[config.mk]
export PLATFORM = sky130hd
export DESIGN_NAME = oled_text_feeder
export DESIGN_NICKNAME = d
export VERILOG_FILES = /design/src/rtl/oled_pkg.sv /design/src/rtl/oled_char_fifo.sv /design/src/rtl/oled_text_feeder.sv
export SDC_FILE = /design/constraint.sdc
export NUM_CORES = 1
export LEC_CHECK = 0
export ABC_AREA = 1
export CORE_ASPECT_RATIO = 1.25
export CORE_UTILIZATION = 54
export DETAILED_ROUTE_END_ITERATION = 10
export HOLD_SLACK_MARGIN = 0.03
export PLACE_DENSITY = 0.74
export RECOVER_POWER = 25
export SLEW_MARGIN = 20
export SYNTH_ARGS = -nofsm -noshare
export SYNTH_HDL_FRONTEND = slang
export SYNTH_HIERARCHICAL = 1
export SYNTH_SLANG_ARGS = --single-unit
[constraint.sdc]
create_clock -name clock -period 1.8 [get_ports clock]
set_clock_uncertainty 0.2 [all_clocks]
set_input_delay 0.54 -clock clock [delete_from_list [all_inputs] [get_ports clock]]
set_output_delay 0.54 -clock clock [all_outputs]
set_load 0.01 [all_outputs]
[src/rtl/oled_pkg.sv]
// Shared constants and state encoding for the SSD1306 text path.
// The panel geometry constants set the feeder's line length and line count.
package oled_pkg;

  localparam int OLED_COLS  = 128;
  localparam int OLED_PAGES = 4;
  localparam int GLYPH_W    = 8;

  localparam logic [6:0] ASCII_SPACE = 7'h20;
  localparam logic [6:0] ASCII_NL    = 7'h0A;

  typedef enum logic [2:0] {
    ST_IDLE,
    ST_FETCH,
    ST_SEND,
    ST_GAP,
    ST_PAD,
    ST_CLEAR
  } feeder_state_t;

endpackage

[src/rtl/oled_char_fifo.sv]
// Synchronous character FIFO with registered full/empty flags.
// The head entry is readable without a pop, so a pop and its data share one cycle.
module oled_char_fifo #(
  parameter int DEPTH = 16,
  parameter int WIDTH = 7
) (
  input  logic             clock,
  input  logic             reset,
  input  logic [WIDTH-1:0] i_wr_data,
  input  logic             i_push,
  input  logic             i_pop,
  output logic [WIDTH-1:0] o_rd_data,
  output logic             o_full,
  output logic             o_empty
);

  localparam int AW = $clog2(DEPTH);

  logic [WIDTH-1:0] r_mem [DEPTH];
  logic [AW-1:0]    r_wr_ptr;
  logic [AW-1:0]    r_rd_ptr;
  logic [AW:0]      r_count;
  logic             r_full;
  logic             r_empty;

  logic             w_push;
  logic             w_pop;
  logic [AW:0]      w_count_next;

  // A push into a full FIFO or a pop from an empty one is discarded.
  assign w_push = i_push & ~r_full;
  assign w_pop  = i_pop & ~r_empty;

  always_comb begin
    w_count_next = r_count;
    if (w_push && !w_pop) begin
      w_count_next = r_count + 1'b1;
    end else if (!w_push && w_pop) begin
      w_count_next = r_count - 1'b1;
    end
  end

  always_ff @(posedge clock) begin
    if (reset) begin
      r_wr_ptr <= '0;
      r_rd_ptr <= '0;
      r_count  <= '0;
      r_full   <= 1'b0;
      r_empty  <= 1'b1;
    end else begin
      if (w_push) begin
        r_wr_ptr <= r_wr_ptr + 1'b1;
      end
      if (w_pop) begin
        r_rd_ptr <= r_rd_ptr + 1'b1;
      end
      r_count <= w_count_next;
      r_full  <= (w_count_next == (AW+1)'(DEPTH));
      r_empty <= (w_count_next == '0);
    end
  end

  always_ff @(posedge clock) begin
    if (w_push) begin
      r_mem[r_wr_ptr] <= i_wr_data;
    end
  end

  assign o_rd_data = r_mem[r_rd_ptr];
  assign o_full    = r_full;
  assign o_empty   = r_empty;

endmodule

[src/rtl/oled_text_feeder.sv]
// Feeds buffered ASCII codes to the SSD1306 controller one char at a time,
// tracking the cursor and expanding newline / clear into runs of spaces.
module oled_text_feeder
  import oled_pkg::*;
#(
  parameter int         FIFO_DEPTH     = 16,
  parameter int         CHARS_PER_LINE = OLED_COLS / GLYPH_W,
  parameter int         LINES          = OLED_PAGES,
  parameter logic [6:0] SPACE_CODE     = ASCII_SPACE,
  parameter logic [6:0] NEWLINE_CODE   = ASCII_NL
) (
  input  logic       clock,
  input  logic       reset,
  input  logic [6:0] wr_data,
  input  logic       wr_valid,
  output logic       wr_ready,
  input  logic       clear_req,
  output logic       busy,
  output logic [6:0] send_data,
  output logic       send_data_valid,
  input  logic       send_done,
  output logic [3:0] cur_col,
  output logic [1:0] cur_line
);

  localparam logic [3:0] COL_LAST    = 4'(CHARS_PER_LINE - 1);
  localparam logic [1:0] LINE_LAST   = 2'(LINES - 1);
  localparam logic [6:0] CLEAR_TOTAL = 7'(LINES * CHARS_PER_LINE);

  feeder_state_t r_state;
  logic [6:0]    r_send_data;
  logic [3:0]    r_col;
  logic [1:0]    r_line;
  logic          r_clear_pending;
  logic [6:0]    r_clear_cnt;
  logic          r_pad_active;

  feeder_state_t w_state_next;
  logic [6:0]    w_send_data_next;
  logic [3:0]    w_col_next;
  logic [1:0]    w_line_next;
  logic          w_clear_pending_next;
  logic [6:0]    w_clear_cnt_next;
  logic          w_pad_next;
  logic          w_start_clear;

  logic [6:0]    w_fifo_data;
  logic          w_fifo_full;
  logic          w_fifo_empty;
  logic          w_pop;

  oled_char_fifo #(
    .DEPTH (FIFO_DEPTH),
    .WIDTH (7)
  ) u_fifo (
    .clock     (clock),
    .reset     (reset),
    .i_wr_data (wr_data),
    .i_push    (wr_valid),
    .i_pop     (w_pop),
    .o_rd_data (w_fifo_data),
    .o_full    (w_fifo_full),
    .o_empty   (w_fifo_empty)
  );

  always_comb begin
    w_state_next     = r_state;
    w_send_data_next = r_send_data;
    w_col_next       = r_col;
    w_line_next      = r_line;
    w_clear_cnt_next = r_clear_cnt;
    w_pad_next       = r_pad_active;
    w_pop            = 1'b0;
    w_start_clear    = 1'b0;

    case (r_state)
      ST_IDLE: begin
        if (r_clear_pending) begin
          w_start_clear = 1'b1;
          w_state_next  = ST_CLEAR;
        end else if (!w_fifo_empty) begin
          w_state_next = ST_FETCH;
        end
      end

      ST_FETCH: begin
        w_pop = 1'b1;
        if (w_fifo_data == NEWLINE_CODE) begin
          // A newline at column 0 already sits on a fresh line: nothing to pad.
          if (r_col != '0) begin
            w_pad_next   = 1'b1;
            w_state_next = ST_PAD;
          end else begin
            w_state_next = ST_IDLE;
          end
        end else begin
          w_send_data_next = w_fifo_data;
          w_state_next     = ST_SEND;
        end
      end

      ST_SEND: begin
        if (send_done) begin
          w_state_next = ST_GAP;
          if (r_col == COL_LAST) begin
            w_col_next  = '0;
            w_line_next = (r_line == LINE_LAST) ? '0 : r_line + 1'b1;
          end else begin
            w_col_next = r_col + 1'b1;
          end
          if (r_clear_cnt != '0) begin
            w_clear_cnt_next = r_clear_cnt - 1'b1;
          end
        end
      end

      ST_GAP: begin
        // A newly requested clear wins over leftover newline padding.
        w_pad_next = 1'b0;
        if (r_clear_cnt != '0) begin
          w_state_next = ST_CLEAR;
        end else if (r_clear_pending) begin
          w_start_clear = 1'b1;
          w_state_next  = ST_CLEAR;
        end else if (r_pad_active && (r_col != '0)) begin
          w_pad_next   = 1'b1;
          w_state_next = ST_PAD;
        end else begin
          w_state_next = ST_IDLE;
        end
      end

      ST_PAD, ST_CLEAR: begin
        w_send_data_next = SPACE_CODE;
        w_state_next     = ST_SEND;
      end

      default: begin
        w_state_next = ST_IDLE;
      end
    endcase

    if (w_start_clear) begin
      w_clear_cnt_next = CLEAR_TOTAL;
    end
  end

  // Requests arriving while a clear is already counting fold into it.
  always_comb begin
    w_clear_pending_next = r_clear_pending;
    if (w_start_clear) begin
      w_clear_pending_next = 1'b0;
    end else if (clear_req && (r_clear_cnt == '0)) begin
      w_clear_pending_next = 1'b1;
    end
  end

  always_ff @(posedge clock) begin
    if (reset) begin
      r_state         <= ST_IDLE;
      r_send_data     <= '0;
      r_col           <= '0;
      r_line          <= '0;
      r_clear_pending <= 1'b0;
      r_clear_cnt     <= '0;
      r_pad_active    <= 1'b0;
    end else begin
      r_state         <= w_state_next;
      r_send_data     <= w_send_data_next;
      r_col           <= w_col_next;
      r_line          <= w_line_next;
      r_clear_pending <= w_clear_pending_next;
      r_clear_cnt     <= w_clear_cnt_next;
      r_pad_active    <= w_pad_next;
    end
  end

  assign wr_ready        = ~w_fifo_full;
  assign busy            = (r_state != ST_IDLE) | ~w_fifo_empty | r_clear_pending;
  assign send_data       = r_send_data;
  assign send_data_valid = (r_state == ST_SEND);
  assign cur_col         = r_col;
  assign cur_line        = r_line;

endmodule

Word-level counts from Yosys, hierarchy flattened
Memory sizes are Yosys's and may differ from the RTL's. A register that Yosys moved wholly into a read port is not among the register bits.
Cells that the tools add are included.
{"block": "word_totals", "register_bits": 40, "latch_bits": 0, "ram_bits": 112, "romBits": 0, "inputBits": 12, "output_inout_bits": 16, "wordCells": 100, "n_memories": 1}
{"name": "u_fifo.r_mem", "words": 16, "width": 7, "read_ports": 1, "rd_ports_with_merged_regs": 1, "wr": 1, "line": "oled_char_fifo.sv:19", "rtl": "logic [WIDTH-1:0] r_mem [DEPTH];"}
{"block": "op_classes", "n_addsub": 7, "multipliers": 0, "div": 0, "magnitude_cmp": 0, "eq_ne": 14, "shifts": 0, "n_mux": 33, "bitwise_logic": 6, "reduce_logical": 26}
{"op": "$mux 7", "count": 5}
{"op": "$mux 3", "count": 8}
{"op": "$pmux 3 s5", "count": 1}
{"op": "$pmux 7 s2", "count": 1}
{"op": "$add 4x1->4 const B", "count": 3}
{"op": "$mux 4", "count": 3}
{"op": "$reduce_and 3->1", "count": 4}
{"op": "$mux 1", "count": 10}
{"op": "$mux 5", "count": 2}
{"op": "$reduce_bool 2->1", "count": 5}
{"op": "$eq 7x4->1 const B", "count": 1}
{"op": "$logic_not 7->1", "count": 1}
{"op": "$reduce_bool 7->1", "count": 1}
{"op": "$sub 7x1->7 const B", "count": 1}
{"op": "$eq 3x2->1 const B", "count": 2}
{"op": "$eq 3x3->1 const B", "count": 2}
{"op": "$ne 2x2->1 const B", "count": 3}
{"op": "$reduce_and 2->1", "count": 3}
{"op": "$add 5x1->5 const B", "count": 1}
{"op": "$eq 5x5->1 const B", "count": 1}
{"op": "$logic_not 5->1", "count": 1}
{"op": "$sub 5x1->5 const B", "count": 1}
{"op": "$eq 4x4->1 const B", "count": 1}
{"op": "$logic_and 1x1->1", "count": 4}
{"op": "other kinds (15)", "count": 21}

Depth between registers and ports, before layout
Gate-level depths: netlist of the first run.
{"block": "depth", "word_depth": 7, "depth_mapped": 15, "ltp_nobuf": 13}

Cells and area by module
The synthesis of the first run kept the hierarchy.
{"mod": "oled_char_fifo", "n_inst": 1, "cells_each": 502, "area_per_inst_um2": 5560.3, "seq_area_each_um2": 3743.6}
{"mod": "oled_text_feeder", "n_inst": 1, "cells_each": 171, "area_per_inst_um2": 1249.9, "seq_area_each_um2": 500.5}

Least setup slack after synthesis of the first run
Ideal clock, no wire load.
{"block": "synth_path", "path_kind": "register to register", "startpoint": "reg with a tool-made name", "endpoint": "reg r_send_data[5], in the netlist send_data[5]", "setup_time_ps": 132, "arrival_ps": 1671, "required_time_ps": 1468, "path_slack_ps": -203, "stages_incl_launch_ff": 15, "path_buffers": 3, "synth_period_minus_slack_ps": 2003, "path_cell_list": "dfxtp_1 -> buf_4 -> buf_2 -> nand2_1 -> o211ai_1 -> nand3_1 -> nand3_1 -> nand2_1 -> nor3_1 -> nand4_1 -> nand2_1 -> buf_2 -> nand2_1 -> nand2_1 -> a21oi_1"}
{"element": "to (signal assigned)", "line": "oled_text_feeder.sv:169", "rtl": "r_send_data <= w_send_data_next;"}
{"element": "to (decl)", "line": "oled_text_feeder.sv:31", "rtl": "logic [6:0] r_send_data;"}

==> reports/results.txt, run 1 <==
Share of Yosys cell area claimed by the top area cell type = 49.4%
Worst-path maximum fanout = 9
Max_cap viols = 0
CTS tree = yes
Post-route ant nets = 0
Wirelength per Cell = 19.8 µm
Synth area leaders = edfxtp_1 49%, dfxtp_1 13%, nand2_1 5.5%
Total iterations of the first detailed-routing run = 5
Worst R2R Path Depth = 11
Hold Path Cell Cnt = 2
Static leakage = 3.57 nW
Yosys cell types = 33
Asr flop ratio synth = 0%
H-tree depth = 4
Vias = 5,702
Critical path depth = 11
Synth Flop Type = edfxtp_1
Capture point of the critical path = r_state[2]
Arrival time worst endpoint = 2.48 ns
Count leader, synth = edfxtp_1
Setup CP Type = register to register
Final worst-path cycle share = 130%
Vias in the first global route = 5,613
Synth Area per Inst = 10.1 µm²
Share of layout cells above drive strength 1 = 27.4%
Synth area leader = edfxtp_1
R2R Setup Slk = -0.54 ns
Max incr delay on CP = 0.37 ns
Max IR drop VDD = 875 µV
Top Family by Delay on Critical Path = simple AND/OR/NAND/NOR gates
Post-DP HPWL = 10.7 mm
Critical path's slowest cell = dfxtp_4
Yosys reg bits = 156
First DRT Iteration DRCs = 572
Critical path capture point type = register
Syn Std Cell Area = 6810 µm²
Tightest Pin Transition = 0.961 ns
Crit start category = register
Initial Util = 55.7%
Relative slew slack = 35.9%
Maximum root-to-sink buffer count = 2
Core area = 12,200 µm²
Synth Instances = 673
Cell breakdown of the critical path = bufbuf_16, o211ai_1, nand3_1, nand3_2, nand2_2, nor3_2, nand4_1, buf_4, nor2_2, nor2_1, a21oi_2
Min-Delay Path Class = register to register
Final Hold Vio Count = 0
Clock Latency Late Sink = 0.42 ns
Total I/O pin count = 28
Total Power = 0.0118 W
Seq/Total Area, Yosys = 62.3%
Die height = 128 µm
Post-route setup slack = -0.542 ns
CTS sink count = 156
Vias per inst = 5.86
Post-layout min period = 2.34 ns
Area growth, synth to finish = 32.9%
Placer congestion estimate = 0.909
Die area = 13,100 µm²
Number of synthesized flops with an enable pin = 112
Status = finished with violations
First-pass GRT wire length = 28.5 mm
Antenna cells = 0
# DRC = 0
CTS buffer count = 17
Die X-Extent = 102 µm
Most frequent cells after synthesis = 112 x edfxtp_1, 100 x nand2_1, 93 x inv_1
PD cells = 1300 nW/µm²
GRT Util Overall = 29.7%
Synthesized Nets = 697
Failing checks = setup timing
Worst path bufs/invs = 2
Worst-path clk slew = 0.06 ns
Crit path required time = 1.94 ns
Clock tree root driver cell = clkbuf_16
FF-to-FF End = r_state[2]
RSZ-0062 raised after global routing = yes
Row Count = 45
Layout net count = 820
Overflow after GRT = 0
# port buffers = 27
Pin count of the biggest net entering global routing = 42
# setup viols final = 33
Initial antenna violation count = 0
Fin util = 74.1%
Warnings, synthesis = 6
Total routed wirelength = 19.2 mm
Max Freq = 0.427 GHz
Fin. max-slew vios = 0
[state kept, by name, summed over array words and instances (netlist names), 2 cells and up, named ones only]
signal           flops
send_data            7
u_fifo/r_count       5
cur_col              4
u_fifo/r_rd_ptr      4
r_clear_cnt          7
cur_line             2
u_fifo/r_wr_ptr      4
u_fifo/r_mem       112
r_state              3
[logic make-up (layout without fill, tap and decap cells)]
kind of cell | count (synthesis) | count (layout) | share of synthesized area, %
buffers and inverters | 120 | 256 | 7.09
AOI/OAI and AO/OA | 129 | 129 | 10.9
and+or+nand+nor | 253 | 253 | 17.1
adders and majority gates | 12 | 12 | 2.20
DFF | 156 | 156 | 62.3
xor gates and xnor gates | 3 | 3 | 0.386
[placed cells by master (no fill, tap or decap), types with 14 or more instances in the layout]
| cell type | synthesis | routed |
|---|---|---|
| edfxtp_1 | 112 | 112 |
| inv_1 | 93 | 88 |
| nand2_1 | 100 | 79 |
| buf_4 | 2 | 69 |
| nand3_1 | 59 | 51 |
| nor2_1 | 59 | 49 |
| a21oi_1 | 50 | 44 |
| dfxtp_1 | 44 | 36 |
| o21ai_0 | 43 | 30 |
| o211ai_1 | 28 | 28 |
| nand2_2 | 4 | 23 |
| clkbuf_16 | 0 | 18 |
| buf_6 | 1 | 14 |
[tightest hold or removal path: cells and delay by family (launching register included)]
family | cells | cell delay (ns)
and+or+nand+nor | 1 | 0.06
DFF | 1 | 0.31
AOI/OAI and AO/OA | 1 | 0.06
[how the worst min path moves through the flow]
stage | to | startpoint | slack, ns
5_1_grt | r_clear_cnt[0] | r_clear_cnt[0] | 0.30
6_report | r_clear_cnt[0] | r_clear_cnt[0] | 0.27
3_5_place_dp | r_clear_cnt[0] | r_clear_cnt[0] | 0.26
2_1_floorplan | register | u_fifo/r_rd_ptr[3] | 0.21
3_3_place_gp | register | u_fifo/r_rd_ptr[3] | 0.22
4_1_cts | r_clear_cnt[0] | r_clear_cnt[0] | 0.27
[area by class of cell]
class | count | area [µm²]
inverter | 96 | 365
fill | 739 | 3170
multi-input combinational | 397 | 2300
tap | 164 | 205
clock buffer | 18 | 429
clock inverter | 14 | 248
timing repair buffer | 128 | 1240
sequential | 156 | 4260
[stage by stage]
step | std cells | setup TNS [ns] | setup slack, ns | instance area [µm²] | hold WS [ns]
after floorplan | 673 | -0.527 | -0.105 | 6890 | 0.212
after global placement | 908 | -53.69 | -0.473 | 7790 | 0.224
after detailed placement | 908 | -56.88 | -0.519 | 7790 | 0.265
after CTS | 959 | -4.14 | -0.410 | 8850 | 0.274
after global routing | 973 | -7.23 | -0.674 | 9050 | 0.296
final | 973 | -5.37 | -0.542 | 9050 | 0.273
[per-layer routing]
metal / global-route usage, % / up-vias / share of wire (%)
met1: 35.8 / 2713 / 37
li1: - / 2543 / -
met2: 50.2 / 350 / 50
met5: 0 / - / 0
met4: 14.0 / 0 / 4.8
met3: 6.24 / 96 / 8.4
[timing repair]
action | CTS | global route
hold buffers | 0 | 0
hold endpoints to repair | 0 | 0
gates resized for setup | 76 | 70
setup endpoints to repair | 80 | 147
setup buffers | 14 | 13
pin swaps | 32 | 41
cloned | 5 | 1
[where the power goes]
part	leakage, nW	switching (W)	internal [W]
combinational	1.87	0.00184	0.00152
sequential	1.37	0.000202	0.00409
clock	0.325	0.00141	0.00272
Note: power is estimated with default switching activity, not from simulation.
==> run 2: changes to the inputs <==
--- a/config.mk
+++ b/config.mk
@@ -7,10 +7,10 @@
 export LEC_CHECK = 0
 export ABC_AREA = 1
 export CORE_ASPECT_RATIO = 1.25
-export CORE_UTILIZATION = 54
+export CORE_UTILIZATION = 60
 export DETAILED_ROUTE_END_ITERATION = 10
 export HOLD_SLACK_MARGIN = 0.03
-export PLACE_DENSITY = 0.74
+export PLACE_DENSITY = 0.78
 export RECOVER_POWER = 25
 export SLEW_MARGIN = 20
 export SYNTH_ARGS = -nofsm -noshare
==> constraint.sdc (replaced) <==
create_clock -name clock -period 2.85 [get_ports clock]
set_clock_uncertainty 0.2 [all_clocks]
set_input_delay 0.855 -clock clock [delete_from_list [all_inputs] [get_ports clock]]
set_output_delay 0.855 -clock clock [all_outputs]
set_load 0.01 [all_outputs]
==> run 2 against run 1 <==
Net effect:
- the run now ends clean
- worst hold slack got worse by 0.017 ns
- clock power shrank 41%
- wire length fell by 21%
- first-iteration DRC count is 21% lower
- sequential power shrank 37%
- count of clock-buffer cells in the layout stayed put
- setup slack better by 0.62 ns
- core utilization down 1.8 points
- flip-flop and latch count did not move
- combinational power is 59% lower
- final cell count decreased by 10%
- register-to-register slack gained 0.84 ns
- critical endpoint is now send_data_valid
- largest cell class unchanged
- largest power group unchanged
==> reports/results.txt, run 2 (synthesized netlist as in run 1, its figures left out) <==
Commonest cells after routing, fill and taps aside = 112 x edfxtp_1, 99 x nand2_1, 93 x inv_1, 59 x nor2_1, 59 x nand3_1
Die X-Extent = 97.3 µm
Setup Fix Bufs, Post-CTS = 0
Initial Util = 61.4%
CTS Hold Bufs = 0
Post-DP HPWL = 9.93 mm
First-pass GRT wire length = 24.7 mm
Max Freq = 0.361 GHz
Max_cap viols = 0
Total iterations of the first detailed-routing run = 5
Crit start category = register
H-tree depth = 4
Cell breakdown of the critical path = nor2_4, nand2_1, inv_1, clkdlybuf4s50_1
Clock tree root driver cell = clkbuf_16
Fin util = 72.3%
Max IR drop VDD = 405 µV
Worst-path clk slew = 0.06 ns
Hold slack = 0.256 ns
Worst-path maximum fanout = 5
Met3 Usage GRT = 6.28%
# port buffers = 27
Die area = 11,800 µm²
Placer congestion estimate = 0.905
Overflow after GRT = 0
Gr busiest metal = met2
Hold Path Cell Cnt = 1
Clock Latency Late Sink = 0.42 ns
Commonest non-fill, non-tap cell in the layout = edfxtp_1
Pin count of the biggest net entering global routing = 82
R2R Setup Slk = 0.30 ns
Total routed wirelength = 15.2 mm
Share of layout cells above drive strength 1 = 11.2%
Final worst-path cycle share = 97.2%
Die height = 121 µm
Fin. max-slew vios = 0
Antenna cells = 0
CTS sink count = 156
Maximum root-to-sink buffer count = 2
Design area = 8020 µm²
Tightest Pin Transition = 0.949 ns
Critical path's slowest cell = clkdlybuf4s50_1
Biggest register = u_fifo/r_mem
Post-route setup slack = 0.0796 ns
Core area = 11,100 µm²
Relative slew slack = 36.7%
Max incr delay on CP = 0.54 ns
Post-layout min period = 2.77 ns
Placed standard-cell area = 7390 µm²
Worst setup startpoint = r_state[2]
Final Hold Vio Count = 0
TNS Setup = 0 ns
Setup CP Type = register to primary output
Initial antenna violation count = 0
RSZ-0062 raised after global routing = no
# setup viols final = 0
Crit path required time = 1.80 ns
Total I/O pin count = 28
CTS resizes = 0
Area growth, synth to finish = 17.7%
Row Count = 43
Routing usage on met1 = 34.4%
Arrival time worst endpoint = 1.72 ns
First DRT Iteration DRCs = 453
Vias in the first global route = 4,890
CTS buffer count = 17
Min-Delay Path Class = register to register
PD cells = 815 nW/µm²
Setup WS pre-CTS = 0.278 ns
CTS tree = yes
Hold Crit Start = u_fifo/r_rd_ptr[3]
Static leakage = 3.05 nW
Critical path capture point type = primary output
GRT Util Overall = 27.8%
Post-route ant nets = 0
Status = completed
Wirelength per Cell = 17.3 µm
# DRC = 0
Worst R2R Path Depth = 12
Vias = 5,033
Max reg flops = 112
Grt met2 use = 47.8%
Vias per inst = 5.76
Layout net count = 750
-- run 2: area by class of cell --
class | count | area [µm²]
clock inverters | 14 | 216
clock buffers | 18 | 429
flip-flops and latches | 156 | 4250
multi-input cells | 397 | 2090
repair buffers | 58 | 509
well taps | 135 | 169
fillers | 775 | 3070
inverters | 96 | 360
-- run 2: final timing paths --
path | endpoint
worst max-delay path | send_data_valid
worst min register to register | register
worst max register to register | send_data[0]
worst min-delay path | register
-- run 2: routing by layer --
metal	vias up	part of all wire, %	wire length, µm
met5	-	0	0
met2	211	51	7660
met3	41	6.3	949
met4	0	3.3	495
li1	2402	-	-
met1	2379	40	6050
-- run 2: power breakdown --
part / switching, W / internal (W)
clock network: 0.000894 / 0.00156
logic: 0.000874 / 0.000512
registers: 0.000121 / 0.00257
total: 0.00189 / 0.00464
-- run 2: through the flow --
step	std cells	total power, W
after detailed placement	842	0.00411
after CTS	874	0.00655
final	874	0.00653
after global placement	842	0.00405
after global routing	874	0.00684
after floorplan	673	0.00366
-- run 2: worst max-delay path: cells and delay by family (launching register included) --
family / cells / cell delay, ns
DFF: 1 / 0.34
and+or+nand+nor: 2 / 0.34
buffers and inverters: 2 / 0.62
